File: src/rtl/rv_pipe_pkg.sv
// Shared definitions for the 5-stage RISC-V pipeline: default widths,
// control-word bit positions and the all-zero bubble control word.
package rv_pipe_pkg;

  localparam int XLEN_DEFAULT   = 32;
  localparam int REG_AW_DEFAULT = 5;

  // Control word layout: {RegWrite, MemRead, MemWrite, MemtoReg, ALUSrc,
  // Branch, Jump, ALUOp[1:0]}
  localparam int CTRL_W         = 9;
  localparam int CTRL_REGWRITE  = 8;
  localparam int CTRL_MEMREAD   = 7;
  localparam int CTRL_MEMWRITE  = 6;
  localparam int CTRL_MEMTOREG  = 5;
  localparam int CTRL_ALUSRC    = 4;
  localparam int CTRL_BRANCH    = 3;
  localparam int CTRL_JUMP      = 2;
  localparam int CTRL_ALUOP_MSB = 1;
  localparam int CTRL_ALUOP_LSB = 0;

  // A bubble carries no side effects at all.
  localparam logic [CTRL_W-1:0] BUBBLE_CTRL = 9'b0_0000_0000;

endpackage : rv_pipe_pkg

File: src/rtl/id_ex_stage_hazard_detect.sv
// Load-use hazard detection: a load sitting in EX whose destination is
// read by the instruction in ID must be separated by one bubble.
module hazard_detect #(
  parameter int REG_AW = 5
) (
  input  logic              ex_valid,
  input  logic              ex_mem_read,
  input  logic [REG_AW-1:0] ex_rd,
  input  logic              id_valid,
  input  logic              id_use_rs1,
  input  logic              id_use_rs2,
  input  logic [REG_AW-1:0] id_rs1,
  input  logic [REG_AW-1:0] id_rs2,
  input  logic              flush,
  input  logic              hold,
  output logic              load_use,
  output logic              stall
);

  // Raw hazard, then suppressed when a flush kills ID or a hold already freezes upstream
  always_comb begin
    load_use = ex_valid & ex_mem_read & (ex_rd != '0) & id_valid &
               ((id_use_rs1 & (id_rs1 == ex_rd)) | (id_use_rs2 & (id_rs2 == ex_rd)));
    stall    = load_use & ~flush & ~hold;
  end

endmodule : hazard_detect

File: src/rtl/id_ex_stage.sv
// ID/EX pipeline register with load-use bubble insertion, WB write-through
// on the operand reads and a saturating count of inserted bubbles.
module id_ex_stage
  import rv_pipe_pkg::*;
#(
  parameter int XLEN   = XLEN_DEFAULT,
  parameter int REG_AW = REG_AW_DEFAULT
) (
  input  logic              clk,
  input  logic              rst_n,
  input  logic              id_valid,
  input  logic [XLEN-1:0]   id_pc,
  input  logic [REG_AW-1:0] id_rs1,
  input  logic [REG_AW-1:0] id_rs2,
  input  logic [REG_AW-1:0] id_rd,
  input  logic              id_use_rs1,
  input  logic              id_use_rs2,
  input  logic [XLEN-1:0]   id_rs1_data,
  input  logic [XLEN-1:0]   id_rs2_data,
  input  logic [XLEN-1:0]   id_imm,
  input  logic [CTRL_W-1:0] id_ctrl,
  input  logic              wb_reg_write,
  input  logic [REG_AW-1:0] wb_rd,
  input  logic [XLEN-1:0]   wb_data,
  input  logic              flush,
  input  logic              hold,
  output logic              stall,
  output logic              ex_valid,
  output logic [XLEN-1:0]   ex_pc,
  output logic [REG_AW-1:0] ex_rs1,
  output logic [REG_AW-1:0] ex_rs2,
  output logic [REG_AW-1:0] ex_rd,
  output logic [XLEN-1:0]   ex_rs1_data,
  output logic [XLEN-1:0]   ex_rs2_data,
  output logic [XLEN-1:0]   ex_imm,
  output logic [CTRL_W-1:0] ex_ctrl,
  output logic [31:0]       stall_count
);

  localparam logic [31:0] CNT_MAX = 32'hFFFF_FFFF;

  logic              ex_valid_q,    ex_valid_d;
  logic [XLEN-1:0]   ex_pc_q,       ex_pc_d;
  logic [REG_AW-1:0] ex_rs1_q,      ex_rs1_d;
  logic [REG_AW-1:0] ex_rs2_q,      ex_rs2_d;
  logic [REG_AW-1:0] ex_rd_q,       ex_rd_d;
  logic [XLEN-1:0]   ex_rs1_data_q, ex_rs1_data_d;
  logic [XLEN-1:0]   ex_rs2_data_q, ex_rs2_data_d;
  logic [XLEN-1:0]   ex_imm_q,      ex_imm_d;
  logic [CTRL_W-1:0] ex_ctrl_q,     ex_ctrl_d;
  logic [31:0]       stall_count_q, stall_count_d;

  logic              load_use_s;
  logic              stall_s;
  logic              load_bubble_s;
  logic              load_id_s;
  logic [XLEN-1:0]   rs1_data_s;
  logic [XLEN-1:0]   rs2_data_s;

  hazard_detect #(
    .REG_AW (REG_AW)
  ) u_hazard (
    .ex_valid    (ex_valid_q),
    .ex_mem_read (ex_ctrl_q[CTRL_MEMREAD]),
    .ex_rd       (ex_rd_q),
    .id_valid    (id_valid),
    .id_use_rs1  (id_use_rs1),
    .id_use_rs2  (id_use_rs2),
    .id_rs1      (id_rs1),
    .id_rs2      (id_rs2),
    .flush       (flush),
    .hold        (hold),
    .load_use    (load_use_s),
    .stall       (stall_s)
  );

  // Operand capture: a same-cycle WB write to the read register wins over the stale RF data (never for x0)
  always_comb begin
    rs1_data_s = id_rs1_data;
    rs2_data_s = id_rs2_data;
    if (wb_reg_write && (wb_rd != '0) && (wb_rd == id_rs1)) begin
      rs1_data_s = wb_data;
    end else begin
      rs1_data_s = id_rs1_data;
    end
    if (wb_reg_write && (wb_rd != '0) && (wb_rd == id_rs2)) begin
      rs2_data_s = wb_data;
    end else begin
      rs2_data_s = id_rs2_data;
    end
  end

  // Next stage contents: flush > hold > load-use/empty ID (bubble) > normal load; bubble count saturates
  always_comb begin
    load_bubble_s = flush | (~hold & (load_use_s | ~id_valid));
    load_id_s     = ~flush & ~hold & ~load_use_s & id_valid;

    ex_valid_d    = ex_valid_q;
    ex_pc_d       = ex_pc_q;
    ex_rs1_d      = ex_rs1_q;
    ex_rs2_d      = ex_rs2_q;
    ex_rd_d       = ex_rd_q;
    ex_rs1_data_d = ex_rs1_data_q;
    ex_rs2_data_d = ex_rs2_data_q;
    ex_imm_d      = ex_imm_q;
    ex_ctrl_d     = ex_ctrl_q;
    stall_count_d = stall_count_q;

    if (load_bubble_s) begin
      ex_valid_d    = 1'b0;
      ex_pc_d       = '0;
      ex_rs1_d      = '0;
      ex_rs2_d      = '0;
      ex_rd_d       = '0;
      ex_rs1_data_d = '0;
      ex_rs2_data_d = '0;
      ex_imm_d      = '0;
      ex_ctrl_d     = BUBBLE_CTRL;
    end else if (load_id_s) begin
      ex_valid_d    = 1'b1;
      ex_pc_d       = id_pc;
      ex_rs1_d      = id_rs1;
      ex_rs2_d      = id_rs2;
      ex_rd_d       = id_rd;
      ex_rs1_data_d = rs1_data_s;
      ex_rs2_data_d = rs2_data_s;
      ex_imm_d      = id_imm;
      ex_ctrl_d     = id_ctrl;
    end else begin
      ex_valid_d    = ex_valid_q;
    end

    if (stall_s && (stall_count_q != CNT_MAX)) begin
      stall_count_d = stall_count_q + 32'd1;
    end else begin
      stall_count_d = stall_count_q;
    end
  end

  // Stage registers with synchronous active-low reset
  always_ff @(posedge clk) begin
    if (!rst_n) begin
      ex_valid_q    <= 1'b0;
      ex_pc_q       <= '0;
      ex_rs1_q      <= '0;
      ex_rs2_q      <= '0;
      ex_rd_q       <= '0;
      ex_rs1_data_q <= '0;
      ex_rs2_data_q <= '0;
      ex_imm_q      <= '0;
      ex_ctrl_q     <= BUBBLE_CTRL;
      stall_count_q <= 32'd0;
    end else begin
      ex_valid_q    <= ex_valid_d;
      ex_pc_q       <= ex_pc_d;
      ex_rs1_q      <= ex_rs1_d;
      ex_rs2_q      <= ex_rs2_d;
      ex_rd_q       <= ex_rd_d;
      ex_rs1_data_q <= ex_rs1_data_d;
      ex_rs2_data_q <= ex_rs2_data_d;
      ex_imm_q      <= ex_imm_d;
      ex_ctrl_q     <= ex_ctrl_d;
      stall_count_q <= stall_count_d;
    end
  end

  assign stall       = stall_s;
  assign ex_valid    = ex_valid_q;
  assign ex_pc       = ex_pc_q;
  assign ex_rs1      = ex_rs1_q;
  assign ex_rs2      = ex_rs2_q;
  assign ex_rd       = ex_rd_q;
  assign ex_rs1_data = ex_rs1_data_q;
  assign ex_rs2_data = ex_rs2_data_q;
  assign ex_imm      = ex_imm_q;
  assign ex_ctrl     = ex_ctrl_q;
  assign stall_count = stall_count_q;

endmodule : id_ex_stage

File: config.mk
export PLATFORM = sky130hd
export DESIGN_NAME = id_ex_stage
export DESIGN_NICKNAME = d
export VERILOG_FILES = /design/src/rtl/rv_pipe_pkg.sv /design/src/rtl/id_ex_stage_hazard_detect.sv /design/src/rtl/id_ex_stage.sv
export SDC_FILE = /design/constraint.sdc
export NUM_CORES = 1
export LEC_CHECK = 0
export CAP_MARGIN = 20
export CORE_AREA = 3 3 150 152
export CTS_BUF_LIST = sky130_fd_sc_hd__clkbuf_8
export DETAILED_ROUTE_END_ITERATION = 10
export DIE_AREA = 0 0 153 155
export PLACE_DENSITY = 0.74
export SETUP_SLACK_MARGIN = 0.2
export SLEW_MARGIN = 20
export SYNTH_ARGS = -nofsm -noshare
export SYNTH_HDL_FRONTEND = slang
export SYNTH_SLANG_ARGS = --single-unit
File: constraint.sdc
create_clock -name clk -period 3.05 [get_ports clk]
set_input_delay 0.4575 -clock clk [delete_from_list [all_inputs] [get_ports clk]]
set_output_delay 0.4575 -clock clk [all_outputs]
set_load 0.01 [all_outputs]
### Word level (Yosys, flattened, before mapping)

Index checks and enable logic that the tools add are counted.

* output and inout bits: 186
* logic and storage cells: 45
* input port bits: 197
* register bits after elaboration: 185

* equality and inequality tests: 5
* reductions and logical operators: 7
* multiplexer cells: 2
* $add $sub $neg: 1
* bitwise gates (word level): 20

Operator list (count)
* $mux 32: 2
* $add 32x1->32 const B: 1
* $ne 32x32->1 const B: 1
* $eq 5x5->1: 4
* $and 1x1->1: 12
* $reduce_bool 5->1: 2
* $not 1->1: 5
* $logic_and 1x1->1: 4
* $or 1x1->1: 3
* $reduce_or 2->1: 1

### Depth between registers and ports, before layout

Gate-level depths: netlist of run 1.

* depth after elaboration: 8
* mapped depth: 9
* mapped depth without buffers: 7

### By module

Synthesis of run 1 repeated with hierarchy kept, for this count alone.

* cells, all modules: 905
* area, all modules: 7648.6 µm²

By module, submodules not included
* id_ex_stage: cells an instance 887, area each 7488.4 µm², times used 1, sequential area each 3703.6 µm²
* hazard_detect: cells an instance 18, area each 160.2 µm², times used 1, sequential area each 0.0 µm²

### Worst setup path before layout of run 1

Ideal clock, no wire load.

* path type: register to register
* start point: register stall_count_q[0], in the netlist stall_count[0]
* end point: register stall_count_q[2], in the netlist stall_count[2]
* slack: 0.587 ns
* required time: 2.935 ns
* period minus slack after synthesis: 2.463 ns
* data arrival time: 2.349 ns
* buffers on the path: 2
* stages on the path, launching flop included: 10
* library setup time: 0.115 ns
* cell sequence: dfxtp_1 -> ha_1 -> inv_1 -> or4_4 -> or4_1 -> buf_6 -> nand4_4 -> buf_6 -> nor3_1 -> o21a_1

* longest elaborated chain between the ends: 2
* elaborated cells between the ends (all ways): 3
* classes of those cells: add/sub: 1; eq/ne: 1; reduce/logical: 1

RTL lines
* start, declared: line id_ex_stage.sv:51 `logic [31:0] stall_count_q, stall_count_d;`
* start signal, assigned: line id_ex_stage.sv:163 `stall_count_q <= stall_count_d;`
* branches (longest 2 deep; another with $add 32x1->32)

Parallel ways; which one is timed is not known.
A chain may end at the register's enable or synchronous reset.

### Final worst setup path of run 1

* start point: register ex_rd_q[3], in the netlist ex_rd[3]
* end point: output port stall

* longest elaborated chain between the ends: 6
* elaborated cells between the ends (all ways): 11
* classes of those cells: eq/ne: 2; bitwise: 8; reduce/logical: 1

RTL lines
* start, declared: line id_ex_stage.sv:46 `logic [REG_AW-1:0] ex_rd_q, ex_rd_d;`
* start signal, assigned: line id_ex_stage.sv:158 `ex_rd_q <= ex_rd_d;`
* $eq 5x5->1 / $reduce_bool 5->1 (equally long branches): line id_ex_stage_hazard_detect.sv:23, id_ex_stage_hazard_detect.sv:22
* $and 1x1->1, on equally long branches: line id_ex_stage_hazard_detect.sv:23, id_ex_stage_hazard_detect.sv:22
* $or 1x1->1 / $and 1x1->1 (equally long branches): line id_ex_stage_hazard_detect.sv:23, id_ex_stage_hazard_detect.sv:22
* $and 1x1->1 *: line id_ex_stage_hazard_detect.sv:22 `load_use = ex_valid & ex_mem_read & (ex_rd != '0) & id_valid &`
* $and 1x1->1 * (2 in series): line id_ex_stage_hazard_detect.sv:24 `stall = load_use & ~flush & ~hold;`
* end, declared: line id_ex_stage.sv:27 `output logic stall,`

Mark *: on every way between the ends. The rest lies on a longest branch, timed or not.

==> results of run 1 <==
==> metal layers <==
layer  vias up  routed length (µm)
li1       3622                   -
met1      3368               11200
met2       235               13700
met3        44                2290
met4         4                 852
met5         -                  23
==> layout make-up <==
class / count / share of cell area
repair buffers: 407 / 0.330
inverters: 6 / 0.00179
clock buffers: 17 / 0.0186
multi-input cells: 560 / 0.313
well taps: 275 / 0.0274
diodes: 1 / 0.000199
clock inverters: 15 / 0.0135
flip-flops and latches: 185 / 0.295
==> cell usage after synthesis (5+ instances only) <==
cell type / instances
sky130_fd_sc_hd__dfxtp_1: 185
sky130_fd_sc_hd__and2_1: 5
sky130_fd_sc_hd__nand2_1: 27
sky130_fd_sc_hd__xnor2_1: 21
sky130_fd_sc_hd__buf_2: 24
sky130_fd_sc_hd__o21ai_0: 7
sky130_fd_sc_hd__o211ai_1: 6
sky130_fd_sc_hd__or4_1: 10
sky130_fd_sc_hd__nand4_1: 10
sky130_fd_sc_hd__nor3_1: 5
sky130_fd_sc_hd__a21boi_1: 11
sky130_fd_sc_hd__clkbuf_1: 27
sky130_fd_sc_hd__nor4_1: 6
sky130_fd_sc_hd__mux2i_1: 156
sky130_fd_sc_hd__inv_1: 5
sky130_fd_sc_hd__nand2b_1: 11
sky130_fd_sc_hd__a211oi_1: 64
sky130_fd_sc_hd__o31ai_1: 12
sky130_fd_sc_hd__nand3_1: 13
sky130_fd_sc_hd__nor2_1: 156
==> report_power, final <==
part	total [µW]	internal [µW]	switching, µW	leakage [µW]
clock	1670	626	1040	0.000203
sequential	2460	2440	14.8	0.00149
combinational	635	384	250	0.00241
total	4760	3450	1310	0.00411
==> logic make-up (layout without fill, tap and decap cells) <==
kind of cell               Yosys count  count (layout)  share of synthesized area
buffers and inverters               62             445                     0.0372
muxes                              156             156                      0.198
adders and majority gates            1               1                    0.00159
AOI/OAI and AO/OA                  116             116                      0.110
and+or+nand+nor                    262             262                      0.155
xor gates and xnor gates            25              25                     0.0278
DFF                                185             185                      0.470
other                                0               1                          0
==> stage by stage <==
step	hold slack, ns	total power, µW	util	worst slack [ns]
global placement	0.470	3140	0.573	0.156
floorplan	0.482	2740	-	0.587
global route	0.522	4960	0.593	0.248
CTS	0.495	4810	0.593	0.289
detailed placement	0.477	3150	0.573	0.173
finish	0.495	4760	0.593	0.355
==> flip-flops by register name (all words and copies together), names as in the netlist <==
signal and count:
ex_ctrl 9, ex_imm 32, ex_pc 32, ex_rd 5
ex_rs1 5, ex_rs1_data 32, ex_rs2 5, ex_rs2_data 32
ex_valid 1, stall_count 32
==> worst paths after layout <==
check / from / to
min reg2reg: stall_count[18]$_SDFFE_PN0P_ / stall_count[18]$_SDFFE_PN0P_
min: stall_count[18]$_SDFFE_PN0P_ / stall_count[18]$_SDFFE_PN0P_
max: ex_rd[3]$_SDFFE_PP0P_ / stall
max reg2reg: stall_count[0]$_SDFFE_PN0P_ / stall_count[0]$_SDFFE_PN0P_
==> worst register-to-register path, cell delays in order, from the launching register on <==
cell	delay [ns]
sky130_fd_sc_hd__dfxtp_1	0.44
sky130_fd_sc_hd__ha_1	0.20
sky130_fd_sc_hd__inv_1	0.09
sky130_fd_sc_hd__or4_4	0.59
sky130_fd_sc_hd__or4_4	0.60
sky130_fd_sc_hd__nand4_4	0.22
sky130_fd_sc_hd__buf_4	0.20
sky130_fd_sc_hd__xnor2_1	0.06
sky130_fd_sc_hd__and2_1	0.15
==> what timing repair did <==
item	4_1_cts	5_1_grt
setup buffers	0	0
setup endpoints to repair	1	8
hold buffers	0	0
pin swaps	0	0
gates resized for setup	7	1
gates cloned	0	0
==> out/summary.json, run 1 <==
{
  "crit_path_max_incr_delay_ns": 0.57,
  "tritoncts_clock_tree": "done",
  "final_layout_size_suffix_gt1_frac": 0.0622,
  "finalSetupTns_ns": 0,
  "number_of_instances_on_the_worst_hold_path": 2,
  "post_synth_main_area_contributors": "sky130_fd_sc_hd__dfxtp_1 47%, sky130_fd_sc_hd__mux2i_1 20%, sky130_fd_sc_hd__nor2_1 7.4%, sky130_fd_sc_hd__a211oi_1 6.1%, sky130_fd_sc_hd__xnor2_1 2.3%",
  "clock_slew_at_the_register_clock_pins_of_the_worst_setup_and_hold_paths_ns": 0.11,
  "global_route.usage.total": 0.230,
  "layout_commonest_cell": "sky130_fd_sc_hd__clkdlybuf4s50_1",
  "crit_path_cell_trace": "or4_4 -> o211a_4 -> and3_1 -> dlygate4sd2_1",
  "grt.overflow.total": 0,
  "grt_pass1_wl_mm": 42.7,
  "slew_violations": 0,
  "timing.critical_path.buf_inv": 1,
  "synthCells": 807,
  "boundaryPins": 383,
  "holdCritPathClass": "register to register",
  "drt_first_pass_iters": 4,
  "timing_worst_slew_pin_value_ns": 0.618,
  "die_w_um": 153,
  "timing.fmax_mhz": 371,
  "floorplan.rows": 53,
  "area_of_the_multi_input_gates_mm2": 0.00393,
  "synth.yosys.warnings": 0,
  "slew_headroom": 0.584,
  "end_kind": "output port",
  "areaGrowthSynthToFinish_pct": 59.4,
  "power.ir.vdd_worst_uv": 247,
  "cp_data_required_time_ns": 2.59,
  "detail_route.wl_per_cell_um": 19.1,
  "grt_use_met3": 0.0812,
  "grt_busiest_layer": "met2",
  "antenna_found_initial": 3,
  "route.antenna.remaining_nets": 0,
  "ys.flop_type": "sky130_fd_sc_hd__dfxtp_1",
  "post-synth-top-area-fraction": 0.470,
  "synthesized_net_count": 1005,
  "crit_type": "register to output port",
  "number_of_flip_flops_and_latches_in_the_synthesized_netlist": 185,
  "critPathSlowestCell": "sky130_fd_sc_hd__or4_4",
  "finClkSkew_ns": 0.0202,
  "numCtsBuffers": 17,
  "design.final.nets": 1375,
  "cts.sink_count": 185,
  "critical_path_depth": 4,
  "synth_edf_count": 0,
  "routed_wirelength_mm": 28.1,
  "number_of_drc_violations_after_detailed_routing": 0,
  "place.gp.congestion": 0.904,
  "place_hpwl_mm": 21.8,
  "outcome": "completed",
  "worst_skew_pair.late_latency_ns": 0.47,
  "setup-violations-final": 0,
  "post_placement_cell_count": 1433,
  "layoutNonFillerInstCount": 1466,
  "drt_first_iter_violations": 305,
  "cts.htree.levels": 4,
  "cp_data_arrival_time_ns": 2.24,
  "timing.reg2reg.worst_path_depth": 8,
  "post-route-cell-area_mm2": 0.0126,
  "avg_inst_size_synth_um2": 9.76,
  "start_util": 0.372,
  "met1_usage": 0.268,
  "synthDominantAreaCellType": "sky130_fd_sc_hd__dfxtp_1",
  "reg2reg_slack_ns": 0.41,
  "fillers": 1870,
  "grt_max_degree": 71,
  "fp.dieArea_mm2": 0.0237,
  "period_share": 0.884,
  "cts.root.buffer_cell": "sky130_fd_sc_hd__clkbuf_8",
  "post-route-min-period_ns": 2.70,
  "power.static_leakage_uw": 0.00411,
  "drv.max_cap_violation_count": 0,
  "number_of_buffers_on_the_longest_clock_path": 2,
  "worst_path_dominant_cell_family": "simple AND/OR/NAND/NOR gates",
  "core_region_area_mm2": 0.0212,
  "grt_pass1_vias": 7144,
  "maximum_fanout_encountered_on_the_critical_timing_path": 6,
  "cp-start-kind": "register",
  "post_synthesis_instance_area_mm2": 0.00788,
  "regArea_mm2": 0.00371,
  "grt_setup_unrepaired": "no",
  "via_cell_ratio": 4.96,
  "final-hold-violation-count": 0,
  "detailed_place.area_mm2": 0.0121,
  "detailroute.via_count": 7273,
  "die_h_um": 155,
  "layout_common_cells": "381 x sky130_fd_sc_hd__clkdlybuf4s50_1, 182 x sky130_fd_sc_hd__dfxtp_1, 156 x sky130_fd_sc_hd__nor2_1, 156 x sky130_fd_sc_hd__mux2i_1, 64 x sky130_fd_sc_hd__a211oi_1",
  "grt_use_met2": 0.394,
  "cellPowerDensity_mw_per_mm2": 379,
  "synth_cell_types": 45,
  "postSynth.asyncResetShare": 0,
  "synth_sequential_area_ratio": 0.470,
  "place.port_buffers": 382
}
Power figures use the tool's default switching activity.
==> run 2: changes to the inputs <==
--- a/config.mk
+++ b/config.mk
@@ -10,7 +10,7 @@
 export CTS_BUF_LIST = sky130_fd_sc_hd__clkbuf_8
 export DETAILED_ROUTE_END_ITERATION = 10
 export DIE_AREA = 0 0 153 155
-export PLACE_DENSITY = 0.74
+export DONT_BUFFER_PORTS = 1
 export SETUP_SLACK_MARGIN = 0.2
 export SLEW_MARGIN = 20
 export SYNTH_ARGS = -nofsm -noshare
==> out/summary.json, run 2 (synthesis results as in run 1) <==
{
  "outcome": "completed",
  "drv.max_cap_violation_count": {"value": 0, "change": "unchanged"},
  "grt_pass1_vias": {"value": 5445, "change": "-24%"},
  "routed_wirelength": {"value": 22.1, "unit": "mm", "change": "-21%"},
  "worstHoldEndpoint": "stall_count[2]$_SDFFE_PN0P_",
  "design.final.nets": {"value": 987, "change": "-28%"},
  "fp.dieArea": {"value": 0.0237, "unit": "mm²", "change": "unchanged"},
  "grt_use_met2": {"value": 0.302, "change": "-0.0921"},
  "r2r-end": "stall_count[0]$_SDFFE_PN0P_",
  "post_cts.repair.setup_buffers": {"value": 0, "change": "unchanged"},
  "slew_headroom": {"value": 0.610, "change": "+0.0261"},
  "boundaryPins": {"value": 383, "change": "unchanged"},
  "numCtsBuffers": {"value": 17, "change": "unchanged"},
  "cp_data_arrival_time": {"value": 3.10, "unit": "ns", "change": "+0.86 ns"},
  "die_h": {"value": 155, "unit": "µm", "change": "unchanged"},
  "clock_slew_at_the_register_clock_pins_of_the_worst_setup_and_hold_paths": {"value": 0.11, "unit": "ns", "change": "about the same"},
  "cts.sink_count": {"value": 185, "change": "unchanged"},
  "detail_route.wl_per_cell": {"value": 20.5, "unit": "µm", "change": "+7.3%"},
  "timing.hold.ws": {"value": 0.113, "unit": "ns", "change": "-0.382 ns"},
  "min-delay-start": "rst_n",
  "global_route.usage.total": {"value": 0.178, "change": "-0.0516"},
  "setup-violations-final": {"value": 0, "change": "unchanged"},
  "areaGrowthSynthToFinish_pct": 9.36,
  "drt_first_pass_iters": {"value": 5, "change": "+1"},
  "grt_setup_unrepaired": "no",
  "via_cell_ratio": {"value": 5.36, "change": "+8.1%"},
  "start_util": {"value": 0.372, "change": "unchanged"},
  "cp_data_required_time": {"value": 3.41, "unit": "ns", "change": "+0.82 ns"},
  "layout_common_cells": "185 x sky130_fd_sc_hd__dfxtp_1, 156 x sky130_fd_sc_hd__nor2_1, 156 x sky130_fd_sc_hd__mux2i_1, 64 x sky130_fd_sc_hd__a211oi_1, 27 x sky130_fd_sc_hd__nand2_1",
  "grt.overflow.total": {"value": 0, "change": "unchanged"},
  "route.antenna.remaining_nets": {"value": 0, "change": "unchanged"},
  "core_region_area": {"value": 0.0212, "unit": "mm²", "change": "unchanged"},
  "post_cts_hold_buffer_count": {"value": 0, "change": "unchanged"},
  "timing.fmax": {"value": 366, "unit": "MHz", "change": "-1.4%"},
  "slew_violations": {"value": 0, "change": "unchanged"},
  "cp-start-kind": "register",
  "finClkSkew": {"value": 0.0156, "unit": "ns", "change": "-0.00464 ns"},
  "layout_commonest_cell": "sky130_fd_sc_hd__dfxtp_1",
  "place.gp.congestion": {"value": 0.834, "change": "-7.8%"},
  "post-route-min-period": {"value": 2.73, "unit": "ns", "change": "+0.0393 ns"},
  "final-hold-violation-count": {"value": 0, "change": "unchanged"},
  "die_w": {"value": 153, "unit": "µm", "change": "unchanged"},
  "grt_pass1_wl": {"value": 33.5, "unit": "mm", "change": "-22%"},
  "floorplan.rows": {"value": 53, "change": "unchanged"},
  "drt_first_iter_violations": {"value": 311, "change": "+2.0%"},
  "place_hpwl": {"value": 16.6, "unit": "mm", "change": "-24%"},
  "number_of_instances_on_the_worst_hold_path": {"value": 1, "change": "-1"},
  "finalSetupTns": {"value": 0, "unit": "ns", "change": "unchanged"},
  "post_cts.resized_instances": {"value": 0, "change": "-7"},
  "antenna_found_initial": {"value": 0, "change": "-3"},
  "diodes": {"value": 0, "change": "-1"},
  "place.port_buffers": {"value": 0, "change": "-100%"},
  "detailroute.via_count": {"value": 5777, "change": "-21%"},
  "cts.root.buffer_cell": "sky130_fd_sc_hd__clkbuf_8",
  "number_of_buffers_on_the_longest_clock_path": {"value": 2, "change": "unchanged"},
  "maximum_fanout_encountered_on_the_critical_timing_path": {"value": 28, "change": "+22"},
  "crit_type": "register to register",
  "worst_skew_pair.late_latency": {"value": 0.47, "unit": "ns", "change": "about the same"},
  "cellPowerDensity": {"value": 512, "unit": "mW/mm²", "change": "+35%"},
  "grt_max_degree": {"value": 123, "change": "+73%"},
  "cts.htree.levels": {"value": 4, "change": "unchanged"},
  "reg2reg_slack": {"value": 0.32, "unit": "ns", "change": "-0.09 ns"},
  "tritoncts_clock_tree": "done",
  "regToRegStartpoint": "stall_count[0]$_SDFFE_PN0P_",
  "report.power.total": {"value": 4410, "unit": "µW", "change": "-7.3%"},
  "timing.reg2reg.worst_path_depth": {"value": 7, "change": "-1"},
  "grt_busiest_layer": "met2",
  "grt_use_met3": {"value": 0.0801, "change": "-0.00111"},
  "power.ir.vdd_worst": {"value": 316, "unit": "µV", "change": "+28%"},
  "final_layout_size_suffix_gt1_frac": {"value": 0.0773, "change": "+0.0151"},
  "period_share": {"value": 0.897, "change": "+0.0129"},
  "timing_worst_slew_pin_value": {"value": 0.585, "unit": "ns", "change": "-0.0335 ns"},
  "holdCritPathClass": "input pin to register",
  "met1_usage": {"value": 0.201, "change": "-0.0668"},
  "number_of_drc_violations_after_detailed_routing": {"value": 0, "change": "unchanged"},
  "power.static_leakage": {"value": 0.00266, "unit": "µW", "change": "-35%"},
  "end_kind": "register"
}
[run 2: layout make-up]
type / instances / area (µm²)
inverters: 6 / 22.5
fillers: 2121 / 12500
clock inverters: 15 / 180
clock buffers: 17 / 234
repair buffers: 19 / 218
well taps: 275 / 344
flip-flops and latches: 185 / 3700
multi-input cells: 560 / 3910
[run 2: how the worst max path moves through the flow]
stage	from	endpoint	slack [ns]	cells past startpoint
2_1_floorplan	stall_count[0]$_SDFFE_PN0P_	stall_count[2]$_SDFFE_PN0P_	0.59	9
3_3_place_gp	stall_count[0]$_SDFFE_PN0P_	stall_count[18]$_SDFFE_PN0P_	0.39	7
3_5_place_dp	stall_count[0]$_SDFFE_PN0P_	stall_count[11]$_SDFFE_PN0P_	0.33	7
4_1_cts	stall_count[0]$_SDFFE_PN0P_	stall_count[0]$_SDFFE_PN0P_	0.33	7
5_1_grt	stall_count[0]$_SDFFE_PN0P_	stall_count[9]$_SDFFE_PN0P_	0.21	7
6_report	stall_count[0]$_SDFFE_PN0P_	stall_count[0]$_SDFFE_PN0P_	0.32	7
[run 2: worst max-delay path, stage by stage, from the launching register on]
cell                      delay [ns]
sky130_fd_sc_hd__dfxtp_1        0.48
sky130_fd_sc_hd__ha_1           0.21
sky130_fd_sc_hd__inv_1          0.08
sky130_fd_sc_hd__or4_4          0.57
sky130_fd_sc_hd__or4_1          0.68
sky130_fd_sc_hd__nand4_4        0.36
sky130_fd_sc_hd__xnor2_1        0.10
sky130_fd_sc_hd__and2_1         0.16
[run 2: metal layers]
layer	wire, µm	share of wire
met1	8660	0.39
met2	10800	0.49
met3	2160	0.098
met4	468	0.021
met5	0	0
[run 2: metrics by stage]
step           worst slack [ns]  instance area [µm²]  utilization  instances
6_report                  0.316                 8610        0.407       1077
5_1_grt                   0.208                 8610        0.407       1077
4_1_cts                   0.329                 8610        0.407       1077
3_5_place_dp              0.330                 8200        0.388       1045
3_3_place_gp              0.391                 8200        0.388       1045
2_1_floorplan             0.587                 7880            -        807
[run 2: where the power goes]
part           leakage [µW]  switching, µW  internal (µW)
Combinational      0.000961            144            114
Sequential          0.00149           36.5           2440
Clock              0.000206           1050            630
==> run 3: changes to the inputs <==
--- a/config.mk
+++ b/config.mk
@@ -11,6 +11,7 @@
 export DETAILED_ROUTE_END_ITERATION = 10
 export DIE_AREA = 0 0 153 155
 export DONT_BUFFER_PORTS = 1
+export HOLD_SLACK_MARGIN = 0.15
 export SETUP_SLACK_MARGIN = 0.2
 export SLEW_MARGIN = 20
 export SYNTH_ARGS = -nofsm -noshare
==> out/summary.json, run 3 (synthesis results as in run 1) <==
{
  "outcome": "completed",
  "via_cell_ratio": {"value": 5.30, "change": "-1.3%"},
  "slew_headroom": {"value": 0.610, "change": "about the same"},
  "worst_skew_pair.late_latency": {"value": 0.46, "unit": "ns", "change": "about the same"},
  "drt_first_pass_iters": {"value": 4, "change": "-1"},
  "setup-violations-final": {"value": 0, "change": "unchanged"},
  "power.share.switching": {"value": 0.278, "change": "+0.000435"},
  "slew_violations": {"value": 0, "change": "unchanged"},
  "maximum_fanout_encountered_on_the_critical_timing_path": {"value": 28, "change": "unchanged"},
  "r2r-end": "stall_count[0]$_SDFFE_PN0P_",
  "final-hold-violation-count": {"value": 0, "change": "unchanged"},
  "start_util": {"value": 0.372, "change": "unchanged"},
  "clock_slew_at_the_register_clock_pins_of_the_worst_setup_and_hold_paths": {"value": 0.11, "unit": "ns", "change": "about the same"},
  "crit_path_max_incr_delay": {"value": 0.68, "unit": "ns", "change": "about the same"},
  "route.antenna.remaining_nets": {"value": 0, "change": "unchanged"},
  "crit_type": "register to register",
  "cts.htree.levels": {"value": 4, "change": "unchanged"},
  "cts.sink_count": {"value": 185, "change": "unchanged"},
  "core_region_area": {"value": 0.0212, "unit": "mm²", "change": "unchanged"},
  "place_hpwl": {"value": 16.6, "unit": "mm", "change": "unchanged"},
  "final_layout_size_suffix_gt1_frac": {"value": 0.0707, "change": "-0.00660"},
  "period_share": {"value": 0.893, "change": "-0.00334"},
  "finalSetupTns": {"value": 0, "unit": "ns", "change": "unchanged"},
  "areaGrowthSynthToFinish_pct": 20.8,
  "timing.fmax": {"value": 367, "unit": "MHz", "change": "+0.37%"},
  "numCtsBuffers": {"value": 17, "change": "unchanged"},
  "grt_pass1_vias": {"value": 5997, "change": "+10%"},
  "die_h": {"value": 155, "unit": "µm", "change": "unchanged"},
  "detail_route.wl_per_cell": {"value": 20.2, "unit": "µm", "change": "-1.6%"},
  "routed_wirelength": {"value": 23.6, "unit": "mm", "change": "+6.7%"},
  "design.final.nets": {"value": 1076, "change": "+9.0%"},
  "post-route-min-period": {"value": 2.72, "unit": "ns", "change": "-0.0102 ns"},
  "fp.dieArea": {"value": 0.0237, "unit": "mm²", "change": "unchanged"},
  "place.port_buffers": {"value": 0, "change": "unchanged"},
  "total_switching_power": {"value": 1260, "unit": "µW", "change": "+2.7%"},
  "power.ir.vdd_worst": {"value": 310, "unit": "µV", "change": "-2.0%"},
  "number_of_instances_on_the_worst_hold_path": {"value": 2, "change": "+1"},
  "tritoncts_clock_tree": "done",
  "cp_data_arrival_time": {"value": 3.08, "unit": "ns", "change": "-0.02 ns"},
  "grt_max_degree": {"value": 123, "change": "unchanged"},
  "number_of_drc_violations_after_detailed_routing": {"value": 0, "change": "unchanged"},
  "die_w": {"value": 153, "unit": "µm", "change": "unchanged"},
  "post-route-cell-area": {"value": 0.00952, "unit": "mm²", "change": "+10%"},
  "min-delay-start": "id_rs1_data[11]",
  "antenna_found_initial": {"value": 0, "change": "unchanged"},
  "cellPowerDensity": {"value": 475, "unit": "mW/mm²", "change": "-7.2%"},
  "holdCritPathClass": "input pin to register",
  "place.gp.congestion": {"value": 0.834, "change": "unchanged"},
  "power_frac_clock": {"value": 0.370, "change": "-0.010"},
  "layout_common_cells": "185 x sky130_fd_sc_hd__dfxtp_1, 156 x sky130_fd_sc_hd__nor2_1, 156 x sky130_fd_sc_hd__mux2i_1, 88 x sky130_fd_sc_hd__dlygate4sd3_1, 64 x sky130_fd_sc_hd__a211oi_1",
  "number_of_buffers_on_the_longest_clock_path": {"value": 2, "change": "unchanged"},
  "drt_first_iter_violations": {"value": 297, "change": "-4.5%"},
  "power.share.sequential": {"value": 0.548, "change": "-0.014"},
  "boundaryPins": {"value": 383, "change": "unchanged"},
  "regToRegStartpoint": "stall_count[0]$_SDFFE_PN0P_",
  "grt_pass1_wl": {"value": 36.1, "unit": "mm", "change": "+7.8%"},
  "share_comb_of_total_power": {"value": 0.082, "change": "+0.024"},
  "end_kind": "register",
  "layout_commonest_cell": "sky130_fd_sc_hd__dfxtp_1",
  "finClkSkew": {"value": 0.0172, "unit": "ns", "change": "+0.00162 ns"},
  "fillers": {"value": 2018, "change": "-4.9%"},
  "critPathSlowestCell": "sky130_fd_sc_hd__or4_1",
  "fin_util": {"value": 0.450, "change": "+0.0427"},
  "drv.max_cap_violation_count": {"value": 0, "change": "unchanged"},
  "cp-start-kind": "register",
  "detailroute.via_count": {"value": 6180, "change": "+7.0%"},
  "power.static_leakage": {"value": 0.00304, "unit": "µW", "change": "+14%"},
  "cp_data_required_time": {"value": 3.41, "unit": "ns", "change": "about the same"},
  "reg2reg_slack": {"value": 0.33, "unit": "ns", "change": "about the same"},
  "timing.reg2reg.worst_path_depth": {"value": 7, "change": "unchanged"},
  "global_route.usage.total": {"value": 0.191, "change": "+0.0129"},
  "crit_path_cell_trace": "ha_1 -> inv_1 -> or4_4 -> or4_1 -> nand4_4 -> xnor2_1 -> and2_1",
  "worstHoldEndpoint": "ex_rs1_data[11]$_SDFFE_PP0P_",
  "post_cts.resized_instances": {"value": 0, "change": "unchanged"},
  "timing_worst_slew_pin_value": {"value": 0.585, "unit": "ns", "change": "+0.000333 ns"},
  "detailed_place.area": {"value": 0.00820, "unit": "mm²", "change": "unchanged"},
  "floorplan.rows": {"value": 53, "change": "unchanged"},
  "cts.root.buffer_cell": "sky130_fd_sc_hd__clkbuf_8",
  "grt.overflow.total": {"value": 0, "change": "unchanged"},
  "internal_pwr_total": {"value": 3260, "unit": "µW", "change": "+2.4%"},
  "grt_setup_unrepaired": "no"
}
-- run 3: changes by cell type in the layout (fill, tap and decap cells not counted) --
cell / before / now
sky130_fd_sc_hd__diode_2: 0 / 1
sky130_fd_sc_hd__buf_12: 6 / 7
sky130_fd_sc_hd__dlygate4sd3_1: 0 / 88
-- run 3: stage by stage --
stage	instances	power [µW]	hold slack, ns	setup WS (ns)
6_report	1167	4520	0.218	0.326
5_1_grt	1166	4710	0.184	0.209
4_1_cts	1166	4590	0.181	0.329
3_5_place_dp	1045	2800	0.518	0.330
3_3_place_gp	1045	2790	0.522	0.391
2_1_floorplan	807	2740	0.482	0.587
-- run 3: cell type report --
type,count,area [µm²],share of cell area
multi-input combinational,560,3910,0.411
inverter,6,22.5,0.00237
clock inverter,15,180,0.0189
tap,275,344,0.0362
clock buffer,17,234,0.0246
sequential,185,3700,0.389
antenna,1,2.50,0.000263
timing repair buffer,108,1120,0.118
-- run 3: power by group through the flow --
| stage | Clock, µW | Combinational (µW) | Sequential, µW |
|---|---|---|---|
| after global placement | 0 | 259 | 2540 |
| after global routing | 1820 | 403 | 2480 |
| after floorplan | 0 | 214 | 2520 |
| final | 1670 | 369 | 2480 |
| after CTS | 1740 | 368 | 2480 |
| after detailed placement | 0 | 260 | 2540 |
-- run 3: routing by layer --
layer	vias up	wire, µm	track usage
li1	3028	-	-
met1	2876	9120	0.215
met2	246	11600	0.325
met3	30	2250	0.0796
met4	0	653	0.0713
met5	-	0	0
-- run 3: worst max path at each step --
stage	from	endpoint	slack, ns	cells after the start
after floorplan	stall_count[0]$_SDFFE_PN0P_	stall_count[2]$_SDFFE_PN0P_	0.59	9
after global placement	stall_count[0]$_SDFFE_PN0P_	stall_count[18]$_SDFFE_PN0P_	0.39	7
after detailed placement	stall_count[0]$_SDFFE_PN0P_	stall_count[11]$_SDFFE_PN0P_	0.33	7
after CTS	stall_count[0]$_SDFFE_PN0P_	stall_count[0]$_SDFFE_PN0P_	0.33	7
after global routing	stall_count[0]$_SDFFE_PN0P_	stall_count[9]$_SDFFE_PN0P_	0.21	7
final	stall_count[0]$_SDFFE_PN0P_	stall_count[0]$_SDFFE_PN0P_	0.33	7
-- run 3: worst max-delay path, delay by kind of cell (launching register included) --
family,cells,cell delay [ns]
XOR/XNOR,1,0.10
buffers and inverters,1,0.08
AND/OR/NAND/NOR,4,1.76
adder cells (fa/ha/maj),1,0.21
flip-flops,1,0.47
-- run 3: repair_timing --
action,4_1_cts,5_1_grt
endpoints found under the hold margin,119,0
hold buffers,89,0
buffers inserted,0,0
